### config.mk
export PLATFORM = sky130hd
export DESIGN_NAME = iter_div
export DESIGN_NICKNAME = d
export VERILOG_FILES = /design/src/rtl/iter_div.sv
export SDC_FILE = /design/constraint.sdc
export NUM_CORES = 1
export LEC_CHECK = 0
export ABC_AREA = 1
export CAP_MARGIN = 25
export CORE_ASPECT_RATIO = 0.7
export CORE_UTILIZATION = 40
export CTS_BUF_LIST = sky130_fd_sc_hd__clkbuf_2
export CTS_CLUSTER_SIZE = 28
export DETAILED_ROUTE_END_ITERATION = 8
export SLEW_MARGIN = 5
export SYNTH_ARGS = -nofsm -noshare
export SYNTH_HDL_FRONTEND = slang
export SYNTH_SLANG_ARGS = --single-unit
### constraint.sdc
create_clock -name clk -period 2.48 [get_ports clk]
set_input_delay 0.372 -clock clk [delete_from_list [all_inputs] [get_ports clk]]
set_output_delay 0.372 -clock clk [all_outputs]
set_load 0.05 [all_outputs]
### src/rtl/iter_div.sv
// iter_div: iterative restoring divider for DIV/DIVU.
// One shift-subtract step per cycle on operand magnitudes, then a single
// finishing cycle that applies signs and the divide-by-zero convention.
module iter_div #(
    parameter int WIDTH = 32
) (
    input  logic             clk,
    input  logic             rst,
    input  logic             start,
    input  logic             is_signed,
    input  logic [WIDTH-1:0] dividend,
    input  logic [WIDTH-1:0] divisor,
    output logic             busy,
    output logic             done,
    output logic [WIDTH-1:0] quotient,
    output logic [WIDTH-1:0] remainder,
    output logic             div_zero
);

    localparam int CW = $clog2(WIDTH) + 1;

    typedef enum logic [1:0] {
        IDLE = 2'd0,
        RUN  = 2'd1,
        DONE = 2'd2
    } state_t;

    state_t           state;
    logic [CW-1:0]    step;
    logic [WIDTH-1:0] q_work;    // dividend magnitude shifting out, quotient bits shifting in
    logic [WIDTH-1:0] r_work;    // partial remainder, always < d_mag
    logic [WIDTH-1:0] d_mag;     // divisor magnitude
    logic [WIDTH-1:0] a_orig;    // raw dividend, returned as remainder on divide-by-zero
    logic             neg_q;
    logic             neg_r;
    logic             zero_div;

    logic [WIDTH-1:0] a_mag_in;
    logic [WIDTH-1:0] b_mag_in;
    logic [WIDTH:0]   r_shift;
    logic [WIDTH:0]   r_diff;
    logic             fits;
    logic [WIDTH-1:0] r_next;
    logic [WIDTH-1:0] q_next;
    logic [WIDTH-1:0] q_fin;
    logic [WIDTH-1:0] r_fin;

    // Operand magnitudes; held as unsigned WIDTH-bit values so the most
    // negative input maps to 2^(WIDTH-1) without wrapping.
    always_comb begin
        a_mag_in = dividend;
        b_mag_in = divisor;
        if (is_signed && dividend[WIDTH-1]) begin
            a_mag_in = -dividend;
        end
        if (is_signed && divisor[WIDTH-1]) begin
            b_mag_in = -divisor;
        end
    end

    // One restoring step: shift in next dividend bit, subtract if it fits.
    always_comb begin
        r_shift = {r_work, q_work[WIDTH-1]};
        r_diff  = r_shift - {1'b0, d_mag};
        fits    = (r_shift >= {1'b0, d_mag});
        r_next  = fits ? r_diff[WIDTH-1:0] : r_shift[WIDTH-1:0];
        q_next  = {q_work[WIDTH-2:0], fits};
    end

    // Final sign correction and divide-by-zero override.
    always_comb begin
        q_fin = neg_q ? -q_work : q_work;
        r_fin = neg_r ? -r_work : r_work;
        if (zero_div) begin
            q_fin = '1;
            r_fin = a_orig;
        end
    end

    // Control FSM with registered status and result outputs.
    always_ff @(posedge clk) begin
        if (rst) begin
            state     <= IDLE;
            step      <= '0;
            busy      <= 1'b0;
            done      <= 1'b0;
            quotient  <= '0;
            remainder <= '0;
            div_zero  <= 1'b0;
            q_work    <= '0;
            r_work    <= '0;
            d_mag     <= '0;
            a_orig    <= '0;
            neg_q     <= 1'b0;
            neg_r     <= 1'b0;
            zero_div  <= 1'b0;
        end else begin
            case (state)
                IDLE, DONE: begin
                    done <= 1'b0;
                    if (start) begin
                        state    <= RUN;
                        busy     <= 1'b1;
                        step     <= '0;
                        q_work   <= a_mag_in;
                        r_work   <= '0;
                        d_mag    <= b_mag_in;
                        a_orig   <= dividend;
                        neg_q    <= is_signed & (dividend[WIDTH-1] ^ divisor[WIDTH-1]);
                        neg_r    <= is_signed & dividend[WIDTH-1];
                        zero_div <= (divisor == '0);
                    end else begin
                        state <= IDLE;
                    end
                end
                RUN: begin
                    if (step == CW'(WIDTH)) begin
                        state     <= DONE;
                        busy      <= 1'b0;
                        done      <= 1'b1;
                        quotient  <= q_fin;
                        remainder <= r_fin;
                        div_zero  <= zero_div;
                    end else begin
                        step   <= step + CW'(1);
                        q_work <= q_next;
                        r_work <= r_next;
                    end
                end
                default: begin
                    state <= IDLE;
                    busy  <= 1'b0;
                    done  <= 1'b0;
                end
            endcase
        end
    end

endmodule
## Word level (Yosys, flattened, before mapping)

Cells that the tools add are included.

- Bits in registers: 206
- Input port bits: 68
- Output and inout bits: 67
- Logic and storage cells: 64

- Add/sub/neg operators: 6
- Order comparisons: 1
- Eq/ne operators: 6
- Mux-type cells: 22
- Bitwise operators: 4
- Reductions and logical operators: 11

Operators by type and width:

| cell | number |
|---|---|
| two-way mux 32 bit | 11 |
| negation 32 bit | 4 |
| one-hot mux 32 bit (2 select lines) | 2 |
| greater-or-equal comparator 33 x 32 -> 1 bit | 1 |
| zero test 32 bit | 1 |
| subtractor 32 bit | 1 |
| two-way mux 6 bit | 2 |
| one-hot mux 6 bit (2 select lines) | 1 |
| adder 6 x 1 -> 6 bit, second input constant | 1 |
| equality test 6 bit, second input constant | 1 |
| inequality test 2 bit, second input constant | 3 |
| AND reduction 2 bit | 3 |
| one-hot mux 2 bit (2 select lines) | 1 |
| OR reduction 2 bit | 2 |
| two-way mux 1 bit | 3 |
| AND reduction 3 bit | 1 |
| bitwise AND 1 bit | 2 |
| equality test 2 x 1 -> 1 bit, second input constant | 1 |
| equality test 2 bit, second input constant | 1 |
| logical AND 1 bit | 2 |
| zero test 2 bit | 1 |
| two-way mux 2 bit | 1 |
| one-hot mux 1 bit (2 select lines) | 1 |
| nonzero test 2 bit | 1 |
| 2 further kinds | 2 |

## Depth between registers and ports, before layout

Gate-level depths: netlist (run 1).

- Word-level depth: 4
- Depth in mapped cells: 17
- Gate-level depth less buffers: 16

## Least setup slack after synthesis (run 1)

Ideal clock, no wire load.

- Path kind: register to register
- Start point: register r_work[28]
- End point: register r_work[28]
- Setup time: 136 ps
- Arrival time: 1800 ps
- Data required time: 2344 ps
- Setup slack: 543 ps
- Stages on the path, launching flop included: 15
- Path buffers: 1
- Clock period less this slack: 1937 ps
- Path through: dfxtp_1 -> ha_1 -> nand2_1 -> inv_2 -> nand2_2 -> inv_1 -> a21oi_1 -> nand2_1 -> nor2_4 -> buf_6 -> nand3_2 -> nand2_1 -> clkinv_1 -> nand2_1 -> a21oi_2

- Cells in the longest elaborated chain, start to end: 4

RTL lines:

| item | RTL line | RTL |
|---|---|---|
| from (decl) | 31 | `logic [WIDTH-1:0] r_work;` |
| from (signal assigned) | 127 | `r_work <= r_next;` |
| greater-or-equal comparator 33 x 32 -> 1 bit | 65 | `fits = (r_shift >= {1'b0, d_mag});` |
| two-way mux 32 bit | 66 | `r_next = fits ? r_diff[WIDTH-1:0] : r_shift[WIDTH-1:0];` |
| two-way mux 32 bit | 117 | `if (step == CW'(WIDTH)) begin` |
| one-hot mux 32 bit (2 select lines) | 98 | `case (state)` |

Every way passes these cells. The select of a mux whose other input is x is not followed.
A chain may end at the register's enable or synchronous reset.

## Worst setup path after layout (run 1)

- Start point: input dividend[2]
- End point: register q_work[31]

- Cells in the longest elaborated chain, start to end: 4

RTL lines:

| item | RTL line | RTL |
|---|---|---|
| from (decl) | 11 | `input logic [WIDTH-1:0] dividend,` |
| negation 32 bit | 54 | `a_mag_in = -dividend;` |
| two-way mux 32 bit | 53 | `if (is_signed && dividend[WIDTH-1]) begin` |
| two-way mux 32 bit | 101 | `if (start) begin` |
| one-hot mux 32 bit (2 select lines) | 98 |  |
| to (signal assigned) | 105 | `q_work <= a_mag_in;` |
| to (signal assigned) | 126 | `q_work <= q_next;` |
| to (decl) | 30 | `logic [WIDTH-1:0] q_work;` |

Every way passes these cells. The select of a mux whose other input is x is not followed.

==> out/qor.csv, run 1 <==
metric,value,unit
Setup CP Type,in2reg,
Post-Place Cells,2912,
total CTS buffers,53,
Crit path top cell by count,nand3_1,
Non-Filler Instances,3012,
critical path required time,3.37,ns
die width,227,µm
wire per inst,17.4,µm
most frequent cells in the layout,"nand2_1, inv_1, nand3_1, nor2_1, dfxtp_1",
final worst slack,0.0144,ns
Final min period,2.47,ns
drt via density,5.29,
Internal Pwr Total,10.5,mW
CP Launch Type,input pin,
Yosys reg bits,206,
Comb pwr share,71.3,%
largest fanout on the critical path,5,
via count,15900,
Nets,2605,
Die H,159,µm
I/O pins,135,
Root Buffer,clkbuf_2,
WL final,52300,µm
CTS H-tree depth,2,
antenna violations before repair,2,
slowest CP cell,o21ai_0,
Mapped Cells,2318,
FMAX,406,MHz
"Setup violations, final",0,
"Arr. time, crit path",3.36,ns
initial core utilization,40.7,%
Hold Fails Final Rpt,0,
Skew-Pair Late Insertion Delay,0.98,ns
Final period util,99.4,%
Detailed Routing Iterations Pass 1,6,
DRC viols,0,
port buffer count,134,
HP Class,in2reg,
PD cells,1380,mW/mm²
post-route setup TNS,0,ns
Synth Cell Area,0.0141,mm²
starting DRC count in detailed routing,1689,
"slowest stage delay, CP",0.62,ns
Peak VDD IR,0.000925,V
layout cells sized above 1,10.7,%
Reg power frac,17.9,%
Congestion Overflow GR,0,
Worst-Margin Slew,0.776,ns
footprint of the multi-input gates,0.00836,mm²
Syn Nets,2425,
RePlAce Congestion,0.954,
origin of the critical flop-to-flop path,d_mag[24],
CTS tree,built,
Clock Pin Slew Worst Setup and Hold Paths,0.12,ns
kind of end point of the critical path,flip-flop,
vias in the first global route,14500,
clock sinks,206,
Clk pwr share,10.8,%
pre-CTS setup slack,-0.280,ns
final slew viol count,0,
Netlist cell types,47,
Core Footprint,0.0347,mm²
Slew Limit Headroom,48.2,%
first-pass GRT wire length,81300,µm
max_cap viols,0,
Syn. warnings,0,
largest net degree at the start of global routing,60,
GRT Util Overall,28.9,%
filler cell count,3788,
Final Total Pwr,23.5,mW
Worst Skew,0.108,ns
DRT antenna net count,0,
row count,57,
Syn Area/Cell,6.10,µm²
synthesis-to-finish area growth,20.0,%
Final Util,48.9,%
post-synthesis sequential area ratio,29.2,%
leak pwr,8.34,nW
status,completed,
hold_sp,dividend[0],
CP startpoint,dividend[2],
DP HPWL,40900,µm
switching share of total power,55.1,%
Sw Pwr,12.9,mW
CP top delay family,simple AND/OR/NAND/NOR gates,
WP buf/inv,3,
die area,0.0361,mm²
"commonest non-fill, non-tap cell in the layout",nand2_1,
Reg area,0.00413,mm²
worst-case clock buffer depth,3,
CP cell instances,dlygate4sd3_1 -> clkdlybuf4s50_1 -> inv_1 -> nand3_1 -> nor3_4 -> nand3_2 -> nor2_2 -> nand2_1 -> o21ai_0 -> nand3_1 -> a21oi_1,
cell usage after synthesis (all sizes together):
master  number  area (µm²)
nand3      233        1210
nor3b        2        15.0
a21oi      176         903
xor2        31         272
and3         1        6.26
o221ai      11        96.3
o31ai        2        15.0
clkbuf      63         236
or2          4        25.0
o21a         2        15.0
a21o         1        7.51
clkinv       5        18.8
o21bai       4        30.0
xnor2       19         166
inv        357        1340
a31oi       26         163
nor4         4        25.0
buf         29         189
nand2      586        2240
fa           1        20.0
nor3        34         191
and2         4        25.0
o21ai      180         923
nor2       224         901
a211oi       3        22.5
a221oi       5        43.8
o22ai       21         131
o211ai      12        90.1
ha          38         475
nand4       31         194
dfxtp      206        4120
nand3b       3        22.5
final timing paths:
| kind | to | slack, ns | cells after the start |
|---|---|---|---|
| min | a_orig[0] | 0.07 | 3 |
| max | q_work[31] | 0.01 | 11 |
| min reg2reg | a_orig[28] | 0.48 | 2 |
| max reg2reg | r_work[2] | 0.12 | 14 |
sequential cells by signal (all words and copies together), names as in the netlist:
signal,count
quotient,32
neg_q,1
a_orig,32
r_work,32
d_mag,32
busy,1
done,1
div_zero,1
state,2
q_work,32
zero_div,1
step,6
neg_r,1
remainder,32
layer usage:
metal	track usage [%]	vias up	share of wire [%]
met2	37.0	663	37
met3	6.11	61	9.8
met1	47.5	7292	52
met4	5.37	2	1.3
li1	-	7914	-
met5	0	-	0.025
power groups by stage:
stage / logic [mW] / clock network [mW] / registers (mW)
2_1_floorplan: 11.1 / 0 / 4.12
3_3_place_gp: 15.6 / 0 / 4.25
3_5_place_dp: 15.7 / 0 / 4.25
4_1_cts: 15.8 / 2.59 / 4.17
5_1_grt: 18.4 / 2.76 / 4.26
6_report: 16.7 / 2.54 / 4.21
per-stage QoR:
step | hold WS, ns | instance area, µm²
final | 0.0724 | 17000
after global routing | 0.0524 | 17000
after CTS | 0.0158 | 16800
after detailed placement | 0.468 | 16300
after global placement | 0.463 | 16300
after floorplan | 0.437 | 14100
cell type report:
cell class | instances | share of cell area (%)
clock buffer | 75 | 2.21
antenna | 2 | 0.0295
multi-input combinational | 1658 | 49.3
tap | 472 | 3.48
clock inverter | 20 | 0.708
sequential | 206 | 24.3
timing repair buffer | 217 | 12.0
inverter | 362 | 8.01
timing repair:
item | CTS | global route
cloned | 0 | 1
hold endpoints to repair | 26 | 0
endpoints found under the setup margin | 63 | 38
gates resized for setup | 63 | 45
buffers inserted | 0 | 0
hold buffers | 2 | 0
pin swaps | 0 | 1
worst min-delay path, stage by stage:
cell,delay (ns)
clkdlybuf4s50_1,0.39
inv_1,0.13
o21ai_0,0.10
cells by family (layout without fill, tap and decap cells):
group	Yosys count	in the layout	synth area share, %
buf+inv	454	674	12.6
simple gates	1126	1126	34.3
other cells	0	2	0
fa+ha+maj	39	39	3.51
flops	206	206	29.2
compound gates	443	443	17.3
xor+xnor	50	50	3.10
Power figures use the tool's default switching activity.
==> inputs of run 2 (changes only) <==
--- a/config.mk
+++ b/config.mk
@@ -7,7 +7,6 @@
 export LEC_CHECK = 0
 export ABC_AREA = 1
 export CAP_MARGIN = 25
-export CORE_ASPECT_RATIO = 0.7
 export CORE_UTILIZATION = 40
 export CTS_BUF_LIST = sky130_fd_sc_hd__clkbuf_2
 export CTS_CLUSTER_SIZE = 28
==> out/qor.csv, run 2 (synthesized netlist as in run 1, its figures left out) <==
metric,value,unit
status,completed,
CTS tree,built,
filler cell count,3695,
DRT antenna net count,0,
"Setup violations, final",0,
worst hold path cell count,4,
die width,190,µm
Final min period,2.36,ns
synthesis-to-finish area growth,21.8,%
drt via density,5.32,
PD cells,1380,mW/mm²
Worst Skew,0.0894,ns
Finished Cell Area,0.0172,mm²
Die H,190,µm
via count,15900,
starting DRC count in detailed routing,1333,
GRT Util Overall,29.0,%
largest fanout on the critical path,5,
R2R cell count,12,
WL final,52900,µm
Setup CP Type,reg2reg,
Congestion Overflow GR,0,
Skew-Pair Late Insertion Delay,1.02,ns
post-route setup TNS,0,ns
FMAX,423,MHz
I/O pins,135,
Nets,2614,
Slew Limit Headroom,49.2,%
clock sinks,206,
CTS H-tree depth,2,
footprint of the multi-input gates,0.00858,mm²
"commonest non-fill, non-tap cell in the layout",nand2_1,
DP HPWL,40600,µm
Hold Fails Final Rpt,0,
Reg area,0.00414,mm²
final worst slack,0.116,ns
Root Buffer,clkbuf_2,
kind of end point of the critical path,flip-flop,
first-pass GRT wire length,81500,µm
final slew viol count,0,
leak pwr,8.33,nW
critical path required time,3.31,ns
CP Launch Type,flip-flop,
Area after DPL,0.0162,mm²
row count,68,
Peak VDD IR,0.00136,V
vias in the first global route,14700,
wire per inst,17.6,µm
HP Class,in2reg,
Final Total Pwr,23.7,mW
port buffer count,134,
largest net degree at the start of global routing,75,
initial core utilization,40.8,%
Detailed Routing Iterations Pass 1,6,
max_cap viols,0,
antenna violations before repair,2,
pre-CTS setup slack,0.0305,ns
Final Util,49.7,%
worst-case clock buffer depth,3,
die area,0.0361,mm²
Core Footprint,0.0346,mm²
"Arr. time, crit path",3.20,ns
most frequent cells in the layout,"nand2_1, inv_1, nand3_1, nor2_1, dfxtp_1",
Final period util,95.3,%
Clock Pin Slew Worst Setup and Hold Paths,0.10,ns
Worst-Margin Slew,0.761,ns
layout cells sized above 1,12.0,%
total CTS buffers,58,
RePlAce Congestion,0.984,
DRC viols,0,
-- run 2: cell types whose count changed in the layout (fill, tap and decap cells not counted), sizes merged, moves of 2 or more --
cell           before  now
clkinv             20   14
clkbuf             76   87
dlygate4sd2        63   65
buf                81   77
clkdlybuf4s15       0    2
dlygate4sd3         2    7
dlymetal6s2s        4    0
-- run 2: what timing repair did --
item,in CTS,in global routing
setup endpoints to repair,67,31
endpoints found under the hold margin,68,0
cloned,0,4
hold buffers,7,0
pin swaps,0,2
resized for setup,69,83
setup buffers,0,4
-- run 2: cell type report --
class                      instances  share of cell area [%]
antenna                            1                  0.0145
clock buffer                      83                    2.41
clock inverter                    12                   0.458
inverter                         362                    7.89
multi-input combinational       1658                    49.8
sequential                       206                    24.0
tap                              455                    3.31
timing repair buffer             221                    12.0
-- run 2: final timing paths --
path	startpoint	slack [ns]	endpoint
min reg2reg	state[0]	0.47	busy
max	d_mag[17]	0.12	r_work[27]
max reg2reg	d_mag[17]	0.12	r_work[27]
min	divisor[3]	0.1	d_mag[3]
-- run 2: worst max-delay path, cell delays in order (launching register included) --
cell and delay, ns:
dfxtp_1 0.34, inv_1 0.12, ha_4 0.32, nand2_1 0.11
nor2_1 0.17, nand2_1 0.13, nor3_2 0.30, nand2_8 0.14
nand2_8 0.11, buf_4 0.14, nand3_1 0.13, nand2_1 0.11
a21oi_2 0.05
-- run 2: where the power goes --
group          internal (mW)  leakage [nW]  switching, mW
sequential              3.72          1.69          0.575
clock                  0.995         0.384           1.54
combinational           6.28          6.27           10.6
-- run 2: through the flow --
step	std cells	hold WS (ns)
3_3_place_gp	2887	0.452
4_1_cts	2989	0.0109
6_report	2998	0.0979
2_1_floorplan	2318	0.437
5_1_grt	2998	0.0534
3_5_place_dp	2887	0.451
-- run 2: metal layers --
| metal | up-vias | GRT usage [%] | part of all wire (%) |
|---|---|---|---|
| met5 | - | 0 | 0 |
| met4 | 0 | 7.60 | 1.6 |
| met3 | 52 | 3.65 | 7.2 |
| met2 | 537 | 42.9 | 42 |
| met1 | 7431 | 43.7 | 49 |
| li1 | 7922 | - | - |
